[src/rtl/vip_conv2d_pkg.sv]
// Shared definitions for the conv2d feature-map input packer: default sizes,
// FSM state encoding and channel lane indices.
package vip_conv2d_pkg;

   localparam int DWIDTH_DEF = 32;
   localparam int PIXELS_DEF = 12544;
   localparam int CNT_W_DEF  = 14;

   typedef enum logic [1:0] {
      ST_IDLE   = 2'd0,
      ST_GATHER = 2'd1,
      ST_PUSH   = 2'd2,
      ST_DONE   = 2'd3
   } state_t;

   localparam logic [1:0] LANE0 = 2'd0;
   localparam logic [1:0] LANE1 = 2'd1;
   localparam logic [1:0] LANE2 = 2'd2;

endpackage

[src/rtl/vip_featuremap_conv2d_in_packer.sv]
// Packs three consecutive channel words from a show-ahead source FIFO into one
// {ch2,ch1,ch0} pixel word and writes it to the conv input FIFO, one frame per start.
module vip_featuremap_conv2d_in_packer
   import vip_conv2d_pkg::*;
#(
   parameter int DWIDTH = DWIDTH_DEF,
   parameter int PIXELS = PIXELS_DEF,
   parameter int CNT_W  = CNT_W_DEF
) (
   input  logic                  clock,
   input  logic                  reset,
   input  logic                  start,
   output logic                  busy,
   output logic                  done,
   input  logic [DWIDTH-1:0]     src_rdata,
   output logic                  src_rdreq,
   input  logic                  src_empty,
   output logic [3*DWIDTH-1:0]   fifo_in_data,
   output logic                  fifo_in_wrreq,
   input  logic                  fifo_in_full,
   output logic [CNT_W-1:0]      pix_count
);

   if ((64'd1 << CNT_W) <= 64'(PIXELS)) begin : g_cnt_w_check
      $error("CNT_W too narrow to hold PIXELS");
   end

   localparam logic [CNT_W-1:0] LAST_PIX = CNT_W'(PIXELS - 1);

   state_t                state;
   logic [1:0]            ch_idx;
   logic [CNT_W-1:0]      pix_cnt;
   logic [3*DWIDTH-1:0]   pack;
   logic                  pop;
   logic                  push;

   // Pop and write are mutually exclusive because they live in different states.
   assign pop  = (state == ST_GATHER) && !src_empty;
   assign push = (state == ST_PUSH) && !fifo_in_full;

   always_ff @(posedge clock) begin
      if (reset) begin
         state   <= ST_IDLE;
         ch_idx  <= LANE0;
         pix_cnt <= '0;
         pack    <= '0;
      end else begin
         case (state)
            ST_IDLE: begin
               if (start) begin
                  state   <= ST_GATHER;
                  pix_cnt <= '0;
                  ch_idx  <= LANE0;
               end
            end
            ST_GATHER: begin
               if (pop) begin
                  case (ch_idx)
                     LANE0:   pack[DWIDTH-1:0]          <= src_rdata;
                     LANE1:   pack[2*DWIDTH-1:DWIDTH]   <= src_rdata;
                     default: pack[3*DWIDTH-1:2*DWIDTH] <= src_rdata;
                  endcase
                  if (ch_idx == LANE2) begin
                     ch_idx <= LANE0;
                     state  <= ST_PUSH;
                  end else begin
                     ch_idx <= ch_idx + 2'd1;
                  end
               end
            end
            ST_PUSH: begin
               if (push) begin
                  pix_cnt <= pix_cnt + 1'b1;
                  state   <= (pix_cnt == LAST_PIX) ? ST_DONE : ST_GATHER;
               end
            end
            default: begin
               state <= ST_IDLE;
            end
         endcase
      end
   end

   assign busy          = (state != ST_IDLE);
   assign done          = (state == ST_DONE);
   assign src_rdreq     = pop;
   assign fifo_in_wrreq = push;
   assign fifo_in_data  = pack;
   assign pix_count     = pix_cnt;

endmodule

[config.mk]
export PLATFORM = sky130hd
export DESIGN_NAME = vip_featuremap_conv2d_in_packer
export DESIGN_NICKNAME = d
export VERILOG_FILES = /design/src/rtl/vip_conv2d_pkg.sv /design/src/rtl/vip_featuremap_conv2d_in_packer.sv
export SDC_FILE = /design/constraint.sdc
export NUM_CORES = 1
export LEC_CHECK = 0
export CAP_MARGIN = 30
export CORE_MARGIN = 10
export CORE_UTILIZATION = 40
export DETAILED_ROUTE_END_ITERATION = 6
export HOLD_SLACK_MARGIN = 0.08
export PLACE_DENSITY = 0.72
export SETUP_SLACK_MARGIN = 0.15
export SLEW_MARGIN = 20
export SYNTH_ARGS = -nofsm -noshare
export SYNTH_HDL_FRONTEND = slang
export SYNTH_SLANG_ARGS = --single-unit
[constraint.sdc]
create_clock -name clock -period 2.8 [get_ports clock]
set_clock_uncertainty 0.05 [all_clocks]
set_input_delay 0.28 -clock clock [delete_from_list [all_inputs] [get_ports clock]]
set_output_delay 0.28 -clock clock [all_outputs]
set_load 0.01 [all_outputs]
==> impl_metrics.xml, run 1 <==
<?xml version="1.0" encoding="UTF-8"?>
<metrics>
  <group name="logic_synthesis">
    <metric name="top_area_cells_in_the_synthesized_netlist" unit="">sky130_fd_sc_hd__dfxtp_1 53%, sky130_fd_sc_hd__nand2_1 18%, sky130_fd_sc_hd__a21oi_1 12%</metric>
    <metric name="synth_area_per_cell" unit="µm²">8.01</metric>
    <metric name="netlist_area" unit="µm²">4270</metric>
    <metric name="synthDistinctLibCells" unit="">40</metric>
    <metric name="synthDominantCellAreaShare" unit="">0.535</metric>
    <metric name="synth-seq-cells" unit="">114</metric>
    <metric name="ys_warn_count" unit="">0</metric>
    <metric name="synth_ff_type" unit="">sky130_fd_sc_hd__dfxtp_1</metric>
    <metric name="syn-instance-count" unit="">533</metric>
    <metric name="synth_enable_flop_cells" unit="">0</metric>
    <metric name="synthDominantAreaCellType" unit="">sky130_fd_sc_hd__dfxtp_1</metric>
    <metric name="synth-async-reset-ratio" unit="">0</metric>
    <metric name="syn-num-nets" unit="">571</metric>
    <metric name="synth_sequential_area_ratio" unit="">0.535</metric>
  </group>
  <group name="setup_path">
    <metric name="reg2reg_setup_slack" unit="ps">850</metric>
    <metric name="cp_top_family" unit="">buffers and inverters</metric>
    <metric name="cp_data_arrival_time" unit="ps">2070</metric>
    <metric name="timing.critical_path.buf_inv" unit="">1</metric>
    <metric name="crit_path_cells" unit="">nor3b_2 &gt; clkdlybuf4s50_1</metric>
    <metric name="crit_required" unit="ps">2470</metric>
    <metric name="timing.critical_path.slowest_stage_cell" unit="">sky130_fd_sc_hd__clkdlybuf4s50_1</metric>
    <metric name="cp-start-kind" unit="">register</metric>
    <metric name="timing.rr.end" unit="">fifo_in_data[50]$_SDFFE_PP0P_</metric>
    <metric name="category_of_the_most_critical_setup_path" unit="">reg -&gt; out</metric>
    <metric name="rr_worst_depth" unit="">5</metric>
    <metric name="max_stage_delay" unit="ps">660</metric>
    <metric name="crit_path_max_fo" unit="">12</metric>
    <metric name="setup_crit_end_kind" unit="">primary output</metric>
    <metric name="critical_path.reg2reg.startpoint" unit="">state[0]$_SDFFE_PP0P_</metric>
  </group>
  <group name="global_route">
    <metric name="wire_length_of_the_first_global_routing_pass" unit="µm">20900</metric>
    <metric name="track_usage" unit="">0.171</metric>
    <metric name="grt_start_max_net_pins" unit="">55</metric>
    <metric name="grt-ovfl-total" unit="">0</metric>
    <metric name="antenna_found_initial" unit="">0</metric>
    <metric name="first_global_vias" unit="">4129</metric>
  </group>
  <group name="finish">
    <metric name="most-common-layout-cells" unit="">202 x sky130_fd_sc_hd__nand2_1, 149 x sky130_fd_sc_hd__clkdlybuf4s50_1, 114 x sky130_fd_sc_hd__dfxtp_1, 106 x sky130_fd_sc_hd__a21oi_1, 16 x sky130_fd_sc_hd__clkbuf_16</metric>
    <metric name="mostFrequentLayoutCell" unit="">sky130_fd_sc_hd__nand2_1</metric>
    <metric name="nNetsFinal" unit="">714</metric>
    <metric name="ant_diodes" unit="">0</metric>
    <metric name="drive_above_1_share" unit="">0.0740</metric>
    <metric name="syn_to_final_growth" unit="%">50.0</metric>
  </group>
  <group name="clock_tree">
    <metric name="cts.clk_slew.worst_paths" unit="ps">60</metric>
    <metric name="clock_tree_from_tritoncts" unit="">done</metric>
    <metric name="clock_tree.htree_level_count" unit="">4</metric>
    <metric name="cts-buffers-inserted" unit="">17</metric>
    <metric name="clkLatencyLatePin" unit="ps">490</metric>
    <metric name="tritoncts_num_sinks" unit="">114</metric>
    <metric name="clock_tree.root_cell" unit="">sky130_fd_sc_hd__clkbuf_8</metric>
    <metric name="cts_max_path_buffers" unit="">2</metric>
    <metric name="cts_resized" unit="">0</metric>
    <metric name="cts.hold.buffers_added" unit="">0</metric>
    <metric name="post-cts-setup-buffer-count" unit="">0</metric>
  </group>
  <group name="routing">
    <metric name="viasPerCell" unit="">4.96</metric>
    <metric name="detail_route.drc_violations" unit="">0</metric>
    <metric name="drt-initial-drc-count" unit="">276</metric>
    <metric name="avgRoutedWirePerCell" unit="µm">15.8</metric>
    <metric name="wl" unit="µm">13100</metric>
    <metric name="firstDrtPassIters" unit="">4</metric>
    <metric name="final_antenna_net_count" unit="">0</metric>
    <metric name="route.vias.total" unit="">4094</metric>
  </group>
  <group name="sta">
    <metric name="min_period_over_period" unit="">0.858</metric>
    <metric name="grt_setup_unrepaired" unit="">no</metric>
    <metric name="fmax_achieved" unit="GHz">0.416</metric>
    <metric name="tns" unit="ps">0</metric>
    <metric name="final_hold_viol_count" unit="">0</metric>
    <metric name="maxSlewViolCount" unit="">0</metric>
    <metric name="period_minus_slack" unit="ps">2400</metric>
    <metric name="max-slew-margin-rel" unit="">0.637</metric>
    <metric name="setup_slack" unit="ps">399</metric>
    <metric name="pin_slew_with_the_least_headroom_to_its_limit" unit="ps">545</metric>
    <metric name="setup_viol" unit="">0</metric>
  </group>
  <group name="placed_design">
    <metric name="gp_routability_congestion" unit="">0.811</metric>
    <metric name="dp_worst_setup_slack" unit="ps">656</metric>
    <metric name="input_output_buffers" unit="">150</metric>
    <metric name="dp_hpwl" unit="µm">9370</metric>
  </group>
  <group name="worst_hold_path">
    <metric name="hold_path_startpoint" unit="">reset</metric>
    <metric name="hold_path_end" unit="">fifo_in_data[93]$_SDFFE_PP0P_</metric>
    <metric name="hold_path_depth" unit="">2</metric>
    <metric name="worstHoldPathType" unit="">in -&gt; reg</metric>
  </group>
  <group name="power_and_ir_drop">
    <metric name="cellPowerDensity" unit="nW/µm²">604</metric>
    <metric name="leakage_power_summed_over_all_cells" unit="nW">2.14</metric>
    <metric name="irDropWorstVdd" unit="mV">0.557</metric>
  </group>
  <group name="floorplan">
    <metric name="design.die.area" unit="µm²">15200</metric>
    <metric name="core_area" unit="µm²">10400</metric>
    <metric name="chipHeight" unit="µm">123</metric>
    <metric name="die_x" unit="µm">123</metric>
    <metric name="io-pin-count" unit="">151</metric>
    <metric name="core.rowCount" unit="">37</metric>
    <metric name="initial_utilization" unit="">0.412</metric>
  </group>
  <group name="job">
    <metric name="drv_cap" unit="">0</metric>
  </group>
  <group name="run_status">
    <metric name="outcome" unit="">complete, no violations</metric>
  </group>
</metrics>
metal layers:
layer | vias up | global-route usage | part of all wire | wire [µm]
li1 | 2042 | - | - | -
met1 | 1923 | 0.191 | 0.40 | 5210
met2 | 121 | 0.285 | 0.49 | 6430
met3 | 8 | 0.0725 | 0.094 | 1230
met4 | 0 | 0.0619 | 0.015 | 193
met5 | - | 0 | 0 | 0
Yosys cell counts, types with 2 or more instances:
cell                       count
sky130_fd_sc_hd__nand2_1     202
sky130_fd_sc_hd__dfxtp_1     114
sky130_fd_sc_hd__a21oi_1     106
sky130_fd_sc_hd__clkbuf_1     21
sky130_fd_sc_hd__buf_2        13
sky130_fd_sc_hd__nor2_1       11
sky130_fd_sc_hd__xnor2_1       6
sky130_fd_sc_hd__inv_1         5
sky130_fd_sc_hd__nand3_1       5
sky130_fd_sc_hd__or4_1         5
sky130_fd_sc_hd__a211oi_1      3
sky130_fd_sc_hd__a21o_1        3
sky130_fd_sc_hd__nand2b_1      3
sky130_fd_sc_hd__nand3b_1      3
sky130_fd_sc_hd__nand4_1       3
sky130_fd_sc_hd__o211ai_1      3
sky130_fd_sc_hd__and2_1        2
sky130_fd_sc_hd__nand4b_1      2
sky130_fd_sc_hd__nor3b_2       2
sequential cells by signal, summed over array words and instances, names as in the netlist:
signal and flops:
pix_count 14, fifo_in_data 96, ch_idx 2, state 2
where the power goes:
part	switching, mW	leakage (nW)	internal (mW)
logic	0.152	0.974	0.142
registers	0.0247	0.920	1.65
clock network	0.781	0.247	1.12
total	0.957	2.14	2.91
logic make-up after synthesis:
group / after synthesis / share of synthesized area
adders and majority gates: 1 / 0.00293
AOI/OAI and AO/OA: 121 / 0.154
muxes: 1 / 0.00235
DFF: 114 / 0.535
and+or+nand+nor: 248 / 0.247
buffers and inverters: 42 / 0.0472
xor gates and xnor gates: 6 / 0.0123
worst max-delay path by stage:
stage,startpoint,end,slack (ps),cells after the start
floorplan,pix_count[13]$_SDFFE_PP0P_,state[1]$_SDFFE_PP0P_,1040,4
global placement,fifo_in_full,pix_count[12]$_SDFFE_PP0P_,690,5
detailed placement,fifo_in_full,pix_count[12]$_SDFFE_PP0P_,660,5
CTS,state[0]$_SDFFE_PP0P_,src_rdreq,360,2
global route,state[0]$_SDFFE_PP0P_,src_rdreq,240,2
finish,state[0]$_SDFFE_PP0P_,src_rdreq,400,2
metrics by stage:
step                total power [mW]  cell area (µm²)  hold WS, ps  cells  utilization
detailed placement              2.01             5870          396    793        0.566
global route                    4.02             6400          223    825        0.618
finish                          3.87             6400          211    825        0.618
CTS                             3.91             6400          194    825        0.618
floorplan                       1.84             4270          363    533            -
global placement                2.00             5870          390    793        0.566
cell type report:
| class | count | area, µm² |
|---|---|---|
| clock buffer | 18 | 428 |
| timing repair buffer | 161 | 1610 |
| multi-input combinational | 377 | 1790 |
| fill | 920 | 3970 |
| tap | 136 | 170 |
| inverter | 5 | 18.8 |
| sequential | 114 | 2280 |
| clock inverter | 14 | 108 |
(Power assumes the default switching activity.)
==> run 2: changes to the inputs <==
- CORE_UTILIZATION: 40 -> 48
- PLACE_DENSITY: 0.72 -> 0.85
==> impl_metrics.xml, run 2 (synthesized netlist as in run 1, its figures left out) <==
<?xml version="1.0" encoding="UTF-8"?>
<metrics>
  <group name="global_route">
    <metric name="antenna_found_initial" unit="">0</metric>
    <metric name="grt-ovfl-total" unit="">0</metric>
    <metric name="grt_start_max_net_pins" unit="">105</metric>
    <metric name="track_usage" unit="">0.192</metric>
    <metric name="wire_length_of_the_first_global_routing_pass" unit="µm">20300</metric>
    <metric name="first_global_vias" unit="">3976</metric>
  </group>
  <group name="routing">
    <metric name="detail_route.drc_violations" unit="">0</metric>
    <metric name="viasPerCell" unit="">5.21</metric>
    <metric name="firstDrtPassIters" unit="">5</metric>
    <metric name="route.vias.total" unit="">4149</metric>
    <metric name="drt-initial-drc-count" unit="">306</metric>
    <metric name="final_antenna_net_count" unit="">0</metric>
    <metric name="avgRoutedWirePerCell" unit="µm">16.3</metric>
    <metric name="wl" unit="µm">13000</metric>
  </group>
  <group name="finish">
    <metric name="largest_reg_flops" unit="">96</metric>
    <metric name="design_area" unit="µm²">6350</metric>
    <metric name="layout.core_utilization" unit="">0.732</metric>
    <metric name="drive_above_1_share" unit="">0.0711</metric>
    <metric name="stdcell_count" unit="">797</metric>
    <metric name="syn_to_final_growth" unit="%">48.8</metric>
    <metric name="mostFrequentLayoutCell" unit="">sky130_fd_sc_hd__nand2_1</metric>
    <metric name="ant_diodes" unit="">0</metric>
    <metric name="nNetsFinal" unit="">715</metric>
    <metric name="most-common-layout-cells" unit="">202 x sky130_fd_sc_hd__nand2_1, 149 x sky130_fd_sc_hd__clkdlybuf4s50_1, 114 x sky130_fd_sc_hd__dfxtp_1, 106 x sky130_fd_sc_hd__a21oi_1, 16 x sky130_fd_sc_hd__clkbuf_16</metric>
  </group>
  <group name="clock_tree">
    <metric name="clock_tree.htree_level_count" unit="">4</metric>
    <metric name="cts_resized" unit="">0</metric>
    <metric name="cts_max_path_buffers" unit="">2</metric>
    <metric name="clock_tree.root_cell" unit="">sky130_fd_sc_hd__clkbuf_8</metric>
    <metric name="cts.clk_slew.worst_paths" unit="ps">60</metric>
    <metric name="clkLatencyLatePin" unit="ps">490</metric>
    <metric name="tritoncts_num_sinks" unit="">114</metric>
    <metric name="cts-buffers-inserted" unit="">17</metric>
    <metric name="clock_tree_from_tritoncts" unit="">done</metric>
    <metric name="post-cts-setup-buffer-count" unit="">0</metric>
    <metric name="cts.hold.buffers_added" unit="">0</metric>
  </group>
  <group name="sta">
    <metric name="setup_viol" unit="">0</metric>
    <metric name="final_hold_viol_count" unit="">0</metric>
    <metric name="hold-worst-slack" unit="ps">172</metric>
    <metric name="grt_setup_unrepaired" unit="">no</metric>
    <metric name="fmax_achieved" unit="GHz">0.414</metric>
    <metric name="period_minus_slack" unit="ps">2410</metric>
    <metric name="min_period_over_period" unit="">0.862</metric>
    <metric name="maxSlewViolCount" unit="">0</metric>
    <metric name="max-slew-margin-rel" unit="">0.678</metric>
    <metric name="pin_slew_with_the_least_headroom_to_its_limit" unit="ps">471</metric>
    <metric name="setup_slack" unit="ps">387</metric>
    <metric name="tns" unit="ps">0</metric>
  </group>
  <group name="power_and_ir_drop">
    <metric name="leakage_power_summed_over_all_cells" unit="nW">2.14</metric>
    <metric name="cellPowerDensity" unit="nW/µm²">600</metric>
    <metric name="total_power" unit="mW">3.81</metric>
    <metric name="irDropWorstVdd" unit="mV">0.486</metric>
  </group>
  <group name="floorplan">
    <metric name="core.rowCount" unit="">34</metric>
    <metric name="initial_utilization" unit="">0.492</metric>
    <metric name="core_area" unit="µm²">8680</metric>
    <metric name="chipHeight" unit="µm">114</metric>
    <metric name="io-pin-count" unit="">151</metric>
    <metric name="design.die.area" unit="µm²">13100</metric>
    <metric name="die_x" unit="µm">114</metric>
  </group>
  <group name="setup_path">
    <metric name="setup_crit_end_kind" unit="">primary output</metric>
    <metric name="critical_path.reg2reg.startpoint" unit="">state[0]$_SDFFE_PP0P_</metric>
    <metric name="category_of_the_most_critical_setup_path" unit="">reg -&gt; out</metric>
    <metric name="cp-start-kind" unit="">register</metric>
    <metric name="rr_worst_depth" unit="">5</metric>
    <metric name="cp_data_arrival_time" unit="ps">2080</metric>
    <metric name="crit_path_max_fo" unit="">12</metric>
    <metric name="capturing_instance_or_port_of_the_critical_path" unit="">src_rdreq</metric>
    <metric name="reg2reg_setup_slack" unit="ps">750</metric>
    <metric name="timing.rr.end" unit="">fifo_in_data[32]$_SDFFE_PP0P_</metric>
    <metric name="cp-startpoint" unit="">state[0]$_SDFFE_PP0P_</metric>
    <metric name="crit_required" unit="ps">2470</metric>
  </group>
  <group name="worst_hold_path">
    <metric name="worstHoldPathType" unit="">in -&gt; reg</metric>
    <metric name="hold_path_depth" unit="">2</metric>
  </group>
  <group name="placed_design">
    <metric name="dp_worst_setup_slack" unit="ps">633</metric>
    <metric name="dp_cells" unit="">765</metric>
    <metric name="placed_instance_area" unit="µm²">5820</metric>
    <metric name="gp_routability_congestion" unit="">0.821</metric>
    <metric name="dp_hpwl" unit="µm">9180</metric>
    <metric name="input_output_buffers" unit="">150</metric>
  </group>
  <group name="run_status">
    <metric name="outcome" unit="">complete, no violations</metric>
  </group>
  <group name="job">
    <metric name="drv_cap" unit="">0</metric>
  </group>
</metrics>
[run 2: cell types whose count changed in the layout (fill, tap and decap cells not counted), sizes merged]
cell / before / now
clkinv: 4 / 5
clkinvlp: 6 / 5
buf: 12 / 13
clkbuf: 18 / 21
inv: 9 / 5
[run 2: how the worst min path moves through the flow]
| stage | start | endpoint | slack [ps] |
|---|---|---|---|
| 2_1_floorplan | src_rdata[30] | fifo_in_data[62]$_SDFFE_PP0P_ | 360 |
| 3_3_place_gp | fifo_in_data[71]$_SDFFE_PP0P_ | fifo_in_data[71]$_SDFFE_PP0P_ | 390 |
| 3_5_place_dp | fifo_in_data[51]$_SDFFE_PP0P_ | fifo_in_data[51]$_SDFFE_PP0P_ | 400 |
| 4_1_cts | src_rdata[20] | fifo_in_data[52]$_SDFFE_PP0P_ | 330 |
| 5_1_grt | reset | pix_count[0]$_SDFFE_PP0P_ | 200 |
| 6_report | reset | pix_count[0]$_SDFFE_PP0P_ | 170 |
[run 2: cell type report]
type                    count  area (µm²)
clock buffers              21         449
clock inverters            10        62.6
fillers                   654        2330
inverters                   5        18.8
multi-input cells         377        1790
flip-flops and latches    114        2280
well taps                 108         135
repair buffers            162        1610
[run 2: routing by layer]
metal | global-route usage | wire (µm)
met5 | 0 | 0
met3 | 0.0865 | 1220
met4 | 0.0568 | 164
met2 | 0.327 | 6470
met1 | 0.209 | 5180
[run 2: where the power goes]
group / internal, mW / total [mW] / switching, mW / leakage [nW]
sequential: 1.65 / 1.68 / 0.0258 / 0.920
combinational: 0.143 / 0.297 / 0.153 / 0.974
clock: 1.12 / 1.83 / 0.715 / 0.241
[run 2: worst max-delay path, stage by stage (launching register included)]
cell	delay, ps
sky130_fd_sc_hd__dfxtp_1	520
sky130_fd_sc_hd__nor3b_2	420
sky130_fd_sc_hd__clkdlybuf4s50_1	650
